### src/rtl/v_multipliers_6_inv.sv
// v_multipliers_6_inv: recovers A from RES = add_sub ? C + A*B : C - A*B.
// Forms D = add_sub ? RES - C : C - RES (mod 2^(2W)) and divides D by B with a
// one-bit-per-cycle restoring divider behind a start/done handshake.
// Optional macro DIVINV_INPUT_REG_EN adds one register stage on all inputs.
module v_multipliers_6_inv #(
  parameter int unsigned WIDTH = 8
) (
  input  logic               clk,
  input  logic               rst_n,
  input  logic               start,
  input  logic               add_sub,
  input  logic [2*WIDTH-1:0] RES,
  input  logic [WIDTH-1:0]   B,
  input  logic [WIDTH-1:0]   C,
  output logic               busy,
  output logic               done,
  output logic [WIDTH-1:0]   A_OUT,
  output logic [WIDTH-1:0]   REM,
  output logic               exact,
  output logic               ovf,
  output logic               div0
);

  localparam int unsigned DW = 2 * WIDTH;
  localparam int unsigned CW = $clog2(DW + 1);

  typedef enum logic [1:0] {
    S_IDLE = 2'd0,
    S_CALC = 2'd1,
    S_DONE = 2'd2
  } state_t;

  // Input view used by the control logic (direct or registered)
  logic             start_s;
  logic             add_sub_s;
  logic [DW-1:0]    res_s;
  logic [WIDTH-1:0] b_s;
  logic [WIDTH-1:0] c_s;

`ifdef DIVINV_INPUT_REG_EN
  // Optional input register stage
  always_ff @(posedge clk or negedge rst_n) begin
    if (!rst_n) begin
      start_s   <= 1'b0;
      add_sub_s <= 1'b0;
      res_s     <= '0;
      b_s       <= '0;
      c_s       <= '0;
    end else begin
      start_s   <= start;
      add_sub_s <= add_sub;
      res_s     <= RES;
      b_s       <= B;
      c_s       <= C;
    end
  end
`else
  assign start_s   = start;
  assign add_sub_s = add_sub;
  assign res_s     = RES;
  assign b_s       = B;
  assign c_s       = C;
`endif

  state_t           state_q, state_d;
  logic [DW-1:0]    d_q, d_d;
  logic [DW-1:0]    q_q, q_d;
  logic [WIDTH:0]   r_q, r_d;
  logic [WIDTH-1:0] b_q, b_d;
  logic [CW-1:0]    cnt_q, cnt_d;
  logic             busy_q, busy_d;
  logic             done_q, done_d;
  logic [WIDTH-1:0] a_q, a_d;
  logic [WIDTH-1:0] rem_q, rem_d;
  logic             exact_q, exact_d;
  logic             ovf_q, ovf_d;
  logic             div0_q, div0_d;

  logic [DW-1:0]    d_in;
  logic [WIDTH:0]   shift_r;
  logic [WIDTH:0]   sub_r;
  logic             q_hi;

  // Dividend: wraps modulo 2^(2W), C zero-extended
  assign d_in = add_sub_s ? (res_s - DW'(c_s)) : (DW'(c_s) - res_s);

  // Partial remainder step: bring in the next dividend bit and trial-subtract B
  assign shift_r = {r_q[WIDTH-1:0], d_q[DW-1]};
  assign sub_r   = shift_r - {1'b0, b_q};
  assign q_hi    = |q_q[DW-1:WIDTH];

  // State and datapath registers
  always_ff @(posedge clk or negedge rst_n) begin
    if (!rst_n) begin
      state_q <= S_IDLE;
      d_q     <= '0;
      q_q     <= '0;
      r_q     <= '0;
      b_q     <= '0;
      cnt_q   <= '0;
      busy_q  <= 1'b0;
      done_q  <= 1'b0;
      a_q     <= '0;
      rem_q   <= '0;
      exact_q <= 1'b0;
      ovf_q   <= 1'b0;
      div0_q  <= 1'b0;
    end else begin
      state_q <= state_d;
      d_q     <= d_d;
      q_q     <= q_d;
      r_q     <= r_d;
      b_q     <= b_d;
      cnt_q   <= cnt_d;
      busy_q  <= busy_d;
      done_q  <= done_d;
      a_q     <= a_d;
      rem_q   <= rem_d;
      exact_q <= exact_d;
      ovf_q   <= ovf_d;
      div0_q  <= div0_d;
    end
  end

  // Next-state, iteration and result logic
  always_comb begin
    state_d = state_q;
    d_d     = d_q;
    q_d     = q_q;
    r_d     = r_q;
    b_d     = b_q;
    cnt_d   = cnt_q;
    busy_d  = busy_q;
    done_d  = 1'b0;
    a_d     = a_q;
    rem_d   = rem_q;
    exact_d = exact_q;
    ovf_d   = ovf_q;
    div0_d  = div0_q;

    case (state_q)
      S_IDLE: begin
        if (start_s) begin
          b_d     = b_s;
          d_d     = d_in;
          q_d     = '0;
          r_d     = '0;
          busy_d  = 1'b1;
          state_d = S_CALC;
          // Divide by zero skips the iteration loop and resolves next edge
          cnt_d   = (b_s == '0) ? CW'(DW) : '0;
        end
      end

      S_CALC: begin
        if (cnt_q == CW'(DW)) begin
          state_d = S_DONE;
          busy_d  = 1'b0;
          done_d  = 1'b1;
          if (b_q == '0) begin
            div0_d  = 1'b1;
            ovf_d   = 1'b0;
            exact_d = 1'b0;
            a_d     = '1;
            rem_d   = '0;
          end else begin
            div0_d  = 1'b0;
            ovf_d   = q_hi;
            exact_d = !q_hi && (r_q == '0);
            a_d     = q_hi ? '1 : q_q[WIDTH-1:0];
            rem_d   = r_q[WIDTH-1:0];
          end
        end else begin
          d_d   = {d_q[DW-2:0], 1'b0};
          cnt_d = cnt_q + CW'(1);
          if (shift_r >= {1'b0, b_q}) begin
            r_d = sub_r;
            q_d = {q_q[DW-2:0], 1'b1};
          end else begin
            r_d = shift_r;
            q_d = {q_q[DW-2:0], 1'b0};
          end
        end
      end

      S_DONE: begin
        state_d = S_IDLE;
      end

      default: begin
        state_d = S_IDLE;
      end
    endcase
  end

  assign busy  = busy_q;
  assign done  = done_q;
  assign A_OUT = a_q;
  assign REM   = rem_q;
  assign exact = exact_q;
  assign ovf   = ovf_q;
  assign div0  = div0_q;

endmodule
### config.mk
export PLATFORM = sky130hd
export DESIGN_NAME = v_multipliers_6_inv
export DESIGN_NICKNAME = d
export VERILOG_FILES = /design/src/rtl/v_multipliers_6_inv.sv
export SDC_FILE = /design/constraint.sdc
export NUM_CORES = 1
export LEC_CHECK = 0
export BUFFER_PORTS_ARGS = -buffer_cell sky130_fd_sc_hd__buf_2
export CORE_AREA = 2 2 89 91
export CTS_CLUSTER_SIZE = 24
export DETAILED_ROUTE_END_ITERATION = 12
export DIE_AREA = 0 0 91 93
export PLACE_DENSITY = 0.88
export SKIP_CTS_REPAIR_TIMING = 1
export SLEW_MARGIN = 20
export SYNTH_ARGS = -nofsm -noshare
export SYNTH_HDL_FRONTEND = slang
export SYNTH_SLANG_ARGS = --single-unit
### constraint.sdc
create_clock -name clk -period 4.7 [get_ports clk]
set_clock_uncertainty 0.15 [all_clocks]
set_input_delay 0 -clock clk [delete_from_list [all_inputs] [get_ports clk]]
set_output_delay 0 -clock clk [all_outputs]
set_load 0.02 [all_outputs]
=== After elaboration in Yosys (flattened, before gate mapping) ===
Index checks and enable logic that the tools add are counted.

* Flip-flop bits (word level): 77
* Output and inout bits: 21
* Input port bits: 36
* Word-level logic and storage cells: 66

* Add/subtract/negate cells: 4
* Equal/unequal tests: 5
* Muxes and demuxes: 30
* $lt $le $gt $ge: 1
* Reduce and logical (&&, ||, !) cells: 13

{| class="wikitable"
|+ Operator list
! cell !! count
|-
| two-way mux 16 bit || 5
|-
| case mux 16 bit (2 select lines) || 2
|-
| two-way mux 9 bit || 3
|-
| two-way mux 8 bit || 3
|-
| case mux 9 bit (2 select lines) || 1
|-
| logical NOT 8 bit || 2
|-
| subtractor 16 x 8 -> 16 bit || 1
|-
| subtractor 8 x 16 -> 16 bit || 1
|-
| two-way mux 5 bit || 3
|-
| case mux 5 bit (2 select lines) || 1
|-
| greater-or-equal comparator 9 x 8 -> 1 bit || 1
|-
| logical NOT 9 bit || 1
|-
| subtractor 9 x 8 -> 9 bit || 1
|-
| two-way mux 1 bit || 8
|-
| OR reduction 8 bit || 1
|-
| inequality test 2 bit, second input constant || 3
|-
| AND reduction 2 bit || 3
|-
| AND reduction 3 bit || 2
|-
| adder 5 x 1 -> 5 bit, second input constant || 1
|-
| equality test 5 bit, second input constant || 1
|-
| two-way mux 2 bit || 2
|-
| case mux 2 bit (2 select lines) || 1
|-
| equality test 2 x 1 -> 1 bit, second input constant || 1
|-
| logical NOT 2 bit || 1
|-
| other kinds (4) || 4
|}

=== Depth between registers and ports, before layout ===
Gate-level depths: netlist of the first run.

* Depth in word-level cells: 4
* Depth in mapped cells: 11
* Gate-level depth less buffers: 10

=== Worst setup path before layout of the first run ===
OpenSTA, ideal clock, no wires.

* Path type: register to register
* Start point: reg r_q[1]
* End point: reg r_q[6]
* Path buffers: 1
* Setup time: 0.124 ns
* Required time: 4.426 ns
* Setup slack: 2.438 ns
* Cell stages (with the launch flop): 9
* Period minus slack after synthesis: 2.262 ns
* Data arrival time: 1.989 ns
* Cells stage by stage: dfrtp_1 > ha_1 > and3_1 > a211o_1 > a221o_1 > buf_6 > nand3_2 > mux2i_1 > a211o_1

* Longest elaborated chain between the ends: 4
* Elaborated cells between the ends (all ways): 5
* Classes of those cells: add/sub: 1; order compare: 1; mux: 3

{| class="wikitable"
|+ RTL lines
! what !! line !! text
|-
| start, declared || 68 || <nowiki>logic [WIDTH:0] r_q, r_d;</nowiki>
|-
| start signal, assigned || 112 || <nowiki>r_q <= r_d;</nowiki>
|-
| subtractor 9 x 8 -> 9 bit / greater-or-equal comparator 9 x 8 -> 1 bit (equally long branches) || 89, 176 ||
|-
| two-way mux 9 bit (*) || 176 || <nowiki>if (shift_r >= {1'b0, b_q}) begin</nowiki>
|-
| two-way mux 9 bit (*) || 156 || <nowiki>if (cnt_q == CW'(DW)) begin</nowiki>
|-
| case mux 9 bit (2 select lines) (*) || 141 || <nowiki>case (state_q)</nowiki>
|}

Mark *: on every way between the ends. The rest lies on a longest branch, timed or not. The select of a mux whose other input is x is not followed.
A chain may end at the register's enable or synchronous reset.

=== Final worst setup path of the first run ===
* Start point: reg cnt_q[1]
* End point: reg a_q[6], in the netlist A_OUT[6]

* Longest elaborated chain between the ends: 2

{| class="wikitable"
|+ RTL lines
! what !! line !! text
|-
| start, declared || 70 || <nowiki>logic [CW-1:0] cnt_q, cnt_d;</nowiki>
|-
| start signal, assigned || 114 || <nowiki>cnt_q <= cnt_d;</nowiki>
|-
| equality test 5 bit || 156 ||
|-
| AND reduction 2 bit (no line) || n/a ||
|-
| end signal, assigned || 103 || <nowiki>a_q <= '0;</nowiki>
|-
| end signal, assigned || 117 || <nowiki>a_q <= a_d;</nowiki>
|-
| end, declared || 73 || <nowiki>logic [WIDTH-1:0] a_q, a_d;</nowiki>
|}

No other way between the ends.

==> metrics.json, run 1 <==
{
  "critPathMaxFanout": 13,
  "finalCritPeriodShare_pct": 64.5,
  "total_leakage_power_nw": 2.60,
  "timing_worst_slew_pin_value_ns": 1.04,
  "numPortBuffers": 56,
  "cts_made_buffers": 9,
  "power_frac_comb_pct": 50.5,
  "peakVddDrop_v": 0.000264,
  "drc": 0,
  "grt_setup_unrepaired": "false",
  "placeableCoreArea_sq_mm": 0.00753,
  "clk_latency_ns": 0.35,
  "synth_flop_cell": "sky130_fd_sc_hd__dfrtp_1",
  "timing.final.hold_violations": 2,
  "clock_path_buffers": 2,
  "timing.critical_path.cells": "inv_1, ha_1, nor4b_2, nand2_1, a21oi_1, nand3_1, o22a_1",
  "pwr-share-seq_pct": 33.9,
  "grt_pass1_vias": 3839,
  "fin_area_sq_mm": 0.00531,
  "dieWidth_microns": 91,
  "report.final.slew_viol_count": 0,
  "syn_area_per_cell_sq_um": 8.81,
  "violations": "hold timing",
  "postSynth.asyncResetShare_pct": 100,
  "synth-warning-count": 0,
  "clock-sinks": 77,
  "cp_peak_stage_delay_ns": 0.73,
  "vias_per_cell": 5.93,
  "synth_fp_nets": 592,
  "grt_use_total_pct": 26.7,
  "design.die.area_sq_mm": 0.00846,
  "die_h_microns": 93,
  "min_period_ns": 3.03,
  "worst-endpoint-arrival_ns": 3.13,
  "max_cap_violations": 0,
  "power.switching_w": 0.00156,
  "postSynthRegisterBits": 77,
  "setup.worst_path.class": "flop to flop",
  "status": "complete, but fails checks",
  "critPathRequiredTime_ns": 4.79,
  "nNetsFinal": 653,
  "cp-start-kind": "flop",
  "timing.critical_path.to_type": "flop",
  "detail_route.iter0.violations": 308,
  "finalSetupViolCount": 0,
  "grt_start_max_net_pins": 78,
  "rows": 32,
  "most-common-layout-cells": "sky130_fd_sc_hd__nand2_1, sky130_fd_sc_hd__dfrtp_1, sky130_fd_sc_hd__buf_2",
  "layout-drive-gt1-share_pct": 14.7,
  "via_count_of_the_routed_design": 4110,
  "fmaxAchievable_mhz": 330,
  "final_wtd_congestion": 1.01,
  "drt-pass1-iter-count": 4,
  "power.clock.fraction_pct": 15.7,
  "h-tree-depth": 3,
  "floorplan.initialDensity_pct": 61.4,
  "grt-ovfl-total": 0,
  "finish.cell_count_without_fillers": 693,
  "synth_cell_types": 57,
  "hpwl_reported_at_the_end_of_detailed_placement_mm": 7.54,
  "layout-area-overhead-vs-synth_pct": 14.9,
  "grt_first_pass_wirelength_mm": 18.3,
  "cts_tree": "yes",
  "p_per_area_mw_per_mm2": 670,
  "library_cell_used_as_clock_root_buffer": "sky130_fd_sc_hd__clkbuf_8",
  "layout_commonest_cell": "sky130_fd_sc_hd__nand2_1",
  "placedCellCount": 661,
  "hold_slack_ns": -0.0380,
  "detail_route.wirelength_mm": 10.9,
  "worst_path_max_delay_cell": "sky130_fd_sc_hd__a21oi_1",
  "internal_power_w": 0.00200,
  "number_of_flops_mapped_to_enable_cells_by_yosys": 0,
  "tns_ns": 0,
  "synth.cell_area_sq_mm": 0.00462,
  "fillCellCount": 590,
  "diodes": 0,
  "final_antenna_net_count": 0,
  "switching_share_pct": 43.9,
  "floorplan.io_pins": 57,
  "antenna_found_initial": 0,
  "postPlaceCellArea_sq_mm": 0.00493,
  "slew_headroom_pct": 30.6,
  "hold_path.class": "input port to flop",
  "synthCells": 525,
  "seq_area_frac_synth_pct": 41.7,
  "path_clk_slew_ns": 0.08,
  "post_drt_wl_per_cell_microns": 15.7
}
==> routing by layer <==
metal	GRT usage [%]	wire, microns	vias to the layer above
li1	-	-	1975
met1	35.0	4670	1953
met2	44.8	5270	152
met3	3.14	569	30
met4	12.6	343	0
met5	0	0	-
==> through the flow <==
stage | total power, W | util, % | worst slack [ns]
global route | 0.00386 | 70.6 | 1.42
floorplan | 0.00255 | - | 2.44
detailed placement | 0.00295 | 65.5 | 1.71
CTS | 0.00354 | 68.5 | 1.68
finish | 0.00356 | 70.6 | 1.67
global placement | 0.00285 | 65.5 | 1.80
==> state kept, by name (all words and copies together) (netlist names) <==
signal / flops
A_OUT: 8
REM: 8
b_q: 8
busy: 1
cnt_q: 5
d_q: 16
div0: 1
done: 1
exact: 1
ovf: 1
q_q: 16
r_q: 9
state_q: 2
==> power groups by stage <==
stage	sequential [W]	combinational, W	clock [W]
2_1_floorplan	0.00124	0.00131	0
3_3_place_gp	0.00120	0.00165	0
4_1_cts	0.00120	0.00178	0.000558
3_5_place_dp	0.00121	0.00174	0
5_1_grt	0.00124	0.00203	0.000588
6_report	0.00121	0.00180	0.000557
==> final timing paths <==
path | depth (start not counted) | end | startpoint | slack [ns]
min in group asynchronous | 2 | b_q[3] | rst_n | 0.18
max in group asynchronous | 2 | state_q[1] | rst_n | 3.60
setup reg to reg | 7 | A_OUT[6] | cnt_q[1] | 1.67
hold reg to reg | 1 | d_q[11] | d_q[11] | 0.33
hold / removal | 4 | d_q[11] | RES[11] | -0.04
setup / recovery | 7 | A_OUT[6] | cnt_q[1] | 1.67
==> cell type report <==
| class | count | area [sq um] | share of cell area, % |
|---|---|---|---|
| Multi-Input combinational cell | 390 | 2450 | 46.2 |
| Sequential cell | 77 | 1930 | 36.3 |
| Timing Repair Buffer | 74 | 458 | 8.62 |
| Clock buffer | 10 | 128 | 2.40 |
| Inverter | 34 | 128 | 2.40 |
| Tap cell | 102 | 128 | 2.40 |
| Clock inverter | 6 | 93.8 | 1.77 |
==> critical path: cells and delay by family, from the launching register on <==
| family | cells | cell delay, ns |
|---|---|---|
| AO/OA/AOI/OAI | 2 | 1.03 |
| adder cells (fa/ha/maj) | 1 | 0.16 |
| flip-flops | 1 | 0.41 |
| buffers and inverters | 1 | 0.09 |
| AND/OR/NAND/NOR | 3 | 1.08 |
==> Yosys cell counts, types with 2 or more instances <==
cell,number,area (sq um)
sky130_fd_sc_hd__nand2_1,78,293
sky130_fd_sc_hd__dfrtp_1,77,1930
sky130_fd_sc_hd__a21oi_1,37,185
sky130_fd_sc_hd__nor2_1,34,128
sky130_fd_sc_hd__inv_1,32,120
sky130_fd_sc_hd__nand3_1,30,150
sky130_fd_sc_hd__ha_1,28,350
sky130_fd_sc_hd__o21ai_0,28,140
sky130_fd_sc_hd__clkbuf_1,13,48.8
sky130_fd_sc_hd__a22o_1,11,96.3
sky130_fd_sc_hd__o21ai_1,11,55.1
sky130_fd_sc_hd__buf_2,9,45.0
sky130_fd_sc_hd__a31oi_1,8,50.1
sky130_fd_sc_hd__nor2b_1,8,50.1
sky130_fd_sc_hd__nor3_1,8,40.0
sky130_fd_sc_hd__nor4_1,8,50.1
sky130_fd_sc_hd__o22a_1,8,70.1
sky130_fd_sc_hd__xnor2_1,8,70.1
sky130_fd_sc_hd__xor2_1,8,70.1
sky130_fd_sc_hd__and3_1,7,43.8
sky130_fd_sc_hd__mux2i_1,7,70.1
sky130_fd_sc_hd__a21o_1,6,45.0
sky130_fd_sc_hd__nand2b_1,5,31.3
sky130_fd_sc_hd__a221o_1,3,30.0
sky130_fd_sc_hd__a221oi_1,3,26.3
sky130_fd_sc_hd__fa_1,3,60.1
sky130_fd_sc_hd__nand4_1,3,18.8
sky130_fd_sc_hd__nor2_2,3,18.8
sky130_fd_sc_hd__o22ai_1,3,18.8
sky130_fd_sc_hd__or3_1,3,18.8
sky130_fd_sc_hd__a211o_1,2,17.5
sky130_fd_sc_hd__a211oi_1,2,15.0
sky130_fd_sc_hd__a211oi_2,2,25.0
sky130_fd_sc_hd__and2_1,2,12.5
sky130_fd_sc_hd__buf_6,2,22.5
sky130_fd_sc_hd__inv_2,2,7.51
sky130_fd_sc_hd__o211ai_1,2,15.0
sky130_fd_sc_hd__or4b_1,2,20.0
==> cell families after synthesis <==
group | synth area share, %
compound gates | 19.3
fa+ha+maj | 8.88
buf+inv | 5.28
mux | 1.52
xor+xnor | 3.03
simple gates | 20.3
flops | 41.7
Power figures use the tool's default switching activity.
==> run 2, diff against run 1 <==
--- a/config.mk
+++ b/config.mk
@@ -6,11 +6,11 @@
 export NUM_CORES = 1
 export LEC_CHECK = 0
 export BUFFER_PORTS_ARGS = -buffer_cell sky130_fd_sc_hd__buf_2
-export CORE_AREA = 2 2 89 91
+export CORE_AREA = 2 2 97 99
 export CTS_CLUSTER_SIZE = 24
 export DETAILED_ROUTE_END_ITERATION = 12
-export DIE_AREA = 0 0 91 93
-export PLACE_DENSITY = 0.88
+export DIE_AREA = 0 0 99 101
+export PLACE_DENSITY = 0.79
 export SKIP_CTS_REPAIR_TIMING = 1
 export SLEW_MARGIN = 20
 export SYNTH_ARGS = -nofsm -noshare
==> constraint.sdc (replaced) <==
create_clock -name clk -period 2.6 [get_ports clk]
set_clock_uncertainty 0.15 [all_clocks]
set_input_delay 0 -clock clk [delete_from_list [all_inputs] [get_ports clk]]
set_output_delay 0 -clock clk [all_outputs]
set_load 0.02 [all_outputs]
==> metrics.json, run 2 (synthesis gave the netlist of run 1 again) <==
{
  "status": "complete, but fails checks",
  "violations": "hold timing",
  "layout_commonest_cell": "sky130_fd_sc_hd__nand2_1",
  "cts_made_buffers": {"value": 9, "change": "unchanged"},
  "detail_route.wirelength": {"value": 11.1, "unit": "mm", "change": "+2.5%"},
  "final_antenna_net_count": {"value": 0, "change": "unchanged"},
  "layout-drive-gt1-share": {"value": 17.1, "unit": "%", "change": "+2.4 points"},
  "finalSetupViolCount": {"value": 0, "change": "unchanged"},
  "antenna_found_initial": {"value": 0, "change": "unchanged"},
  "finish.utilization": {"value": 60.4, "unit": "%", "change": "-10 points"},
  "most-common-layout-cells": "sky130_fd_sc_hd__nand2_1, sky130_fd_sc_hd__dfrtp_1, sky130_fd_sc_hd__buf_2",
  "biggestRegsByFlops": "d_q x16, q_q x16, r_q x9",
  "timing_worst_slew_pin_value": {"value": 0.974, "unit": "ns", "change": "-0.0651 ns"},
  "met2_wl": {"value": 5.42, "unit": "mm", "change": "+2.7%"},
  "detail_route.iter0.violations": {"value": 209, "change": "-32%"},
  "die_h": {"value": 101, "unit": "microns", "change": "+8.6%"},
  "post_drt_wl_per_cell": {"value": 15.5, "unit": "microns", "change": "-1.1%"},
  "critPathRequiredTime": {"value": 2.68, "unit": "ns", "change": "-2.11 ns"},
  "peakVddDrop": {"value": 0.000493, "unit": "V", "change": "+87%"},
  "worst-endpoint-arrival": {"value": 2.58, "unit": "ns", "change": "-0.55 ns"},
  "layout-area-overhead-vs-synth_pct": 17.3,
  "met3_length": {"value": 517, "unit": "microns", "change": "-9.1%"},
  "grt-ovfl-total": {"value": 0, "change": "unchanged"},
  "library_cell_used_as_clock_root_buffer": "sky130_fd_sc_hd__clkbuf_8",
  "design.die.area": {"value": 0.0100, "unit": "sq mm", "change": "+18%"},
  "drt-pass1-iter-count": {"value": 5, "change": "+1"},
  "critPathMaxFanout": {"value": 12, "change": "-1"},
  "report.final.slew_viol_count": {"value": 0, "change": "unchanged"},
  "placeableCoreArea": {"value": 0.00898, "unit": "sq mm", "change": "+19%"},
  "grt_start_max_net_pins": {"value": 78, "change": "unchanged"},
  "timing.critical_path.to_type": "flop",
  "drc": {"value": 0, "change": "unchanged"},
  "finish.cell_count_without_fillers": {"value": 718, "change": "+3.6%"},
  "vias_per_cell": {"value": 5.78, "change": "-2.5%"},
  "dr.max_layer_used": "met4",
  "slew_headroom": {"value": 35.1, "unit": "%", "change": "+4.5 points"},
  "dieWidth": {"value": 99, "unit": "microns", "change": "+8.8%"},
  "finalCritPeriodShare": {"value": 95.9, "unit": "%", "change": "+31 points"},
  "h-tree-depth": {"value": 3, "change": "unchanged"},
  "timing.critical_path.cells": "ha_1, nand3_1, nor2_2, a211o_1, a221o_2, nand2_1, mux2i_1, a211o_1",
  "worst_path_max_delay_cell": "sky130_fd_sc_hd__dfrtp_1",
  "min_period": {"value": 2.49, "unit": "ns", "change": "-0.538 ns"},
  "clk_latency": {"value": 0.35, "unit": "ns", "change": "about the same"},
  "timing.final.hold_violations": {"value": 1, "change": "-1"},
  "numPortBuffers": {"value": 56, "change": "unchanged"},
  "total_leakage_power": {"value": 2.66, "unit": "nW", "change": "+2.2%"},
  "m1WireLength": {"value": 4.92, "unit": "mm", "change": "+5.3%"},
  "path_clk_slew": {"value": 0.08, "unit": "ns", "change": "about the same"},
  "cp-start-kind": "flop",
  "grt_use_total": {"value": 23.2, "unit": "%", "change": "-3.5 points"},
  "p_per_area": {"value": 1190, "unit": "mW/mm^2", "change": "+78%"},
  "floorplan.io_pins": {"value": 57, "change": "unchanged"},
  "cp_peak_stage_delay": {"value": 0.45, "unit": "ns", "change": "-0.28 ns"},
  "diodes": {"value": 0, "change": "unchanged"},
  "fmaxAchievable": {"value": 401, "unit": "MHz", "change": "+22%"},
  "clock-sinks": {"value": 77, "change": "unchanged"},
  "via_count_of_the_routed_design": {"value": 4152, "change": "+1.0%"},
  "placedCellCount": {"value": 682, "change": "+3.2%"},
  "grt_first_pass_wirelength": {"value": 18.9, "unit": "mm", "change": "+3.3%"},
  "cts_tree": "yes",
  "hpwl_reported_at_the_end_of_detailed_placement": {"value": 7.89, "unit": "mm", "change": "+4.6%"},
  "grt_pass1_vias": {"value": 4042, "change": "+5.3%"},
  "rows": {"value": 35, "change": "+9.4%"},
  "final_wtd_congestion": {"value": 0.916, "change": "-9.4%"},
  "clock_path_buffers": {"value": 2, "change": "unchanged"},
  "floorplan.initialDensity": {"value": 51.5, "unit": "%", "change": "-9.9 points"},
  "max_cap_violations": {"value": 0, "change": "unchanged"},
  "hold_path.class": "input port to flop",
  "setup.worst_path.class": "flop to flop",
  "hold_slack": {"value": -0.000611, "unit": "ns", "change": "+0.0374 ns"},
  "critPathMostFrequentCell": "sky130_fd_sc_hd__a211o_1",
  "nNetsFinal": {"value": 669, "change": "+2.5%"}
}
==> run 2: critical path: cells and delay by family (launching register included) <==
family / cells / cell delay [ns]
AOI/OAI and AO/OA: 3 / 0.99
and+or+nand+nor: 3 / 0.30
muxes: 1 / 0.07
adders and majority gates: 1 / 0.41
DFF: 1 / 0.45
==> run 2: area by class of cell <==
class	instances	area (sq um)
flip-flops and latches	77	1930
repair buffers	90	583
multi-input cells	390	2470
clock buffers	9	124
clock inverters	7	57.6
inverters	34	128
fillers	789	3550
well taps	111	139
==> run 2: stage by stage <==
step	setup slack (ns)	instance area (sq um)	hold WS [ns]	power, W	setup TNS, ns
final	0.106	5420	-0.000611	0.00648	0
after CTS	0.0706	5220	-0.319	0.00635	0
after global routing	-0.000595	5420	0.0203	0.00703	-0.000595
after detailed placement	0.108	5030	0.0624	0.00547	0
after global placement	0.183	5030	0.0548	0.00534	0
after floorplan	0.338	4620	-0.446	0.00461	0
==> run 2: path summary, 6_finish.rpt <==
check / start / endpoint / slack (ns) / depth (start not counted)
min in group asynchronous: rst_n / b_q[4] / 0.20 / 2
hold reg to reg: d_q[2] / d_q[2] / 0.34 / 2
max in group asynchronous: rst_n / d_q[5] / 1.47 / 2
setup reg to reg: r_q[6] / r_q[6] / 0.11 / 8
setup / recovery: r_q[6] / r_q[6] / 0.11 / 8
hold / removal: start / d_q[13] / -0.0006 / 3
==> run 2: report_power, final <==
part / total [W] / internal [W] / switching, W
clock network: 0.000844 / 0.000360 / 0.000484
registers: 0.00215 / 0.00176 / 0.000389
logic: 0.00349 / 0.00146 / 0.00202
total: 0.00648 / 0.00358 / 0.00290
==> run 2: per-layer routing <==
metal | track usage [%] | vias up
met4 | 9.48 | 0
met5 | 0 | -
met3 | 4.30 | 25
met1 | 29.0 | 1983
met2 | 39.8 | 143
li1 | - | 2001
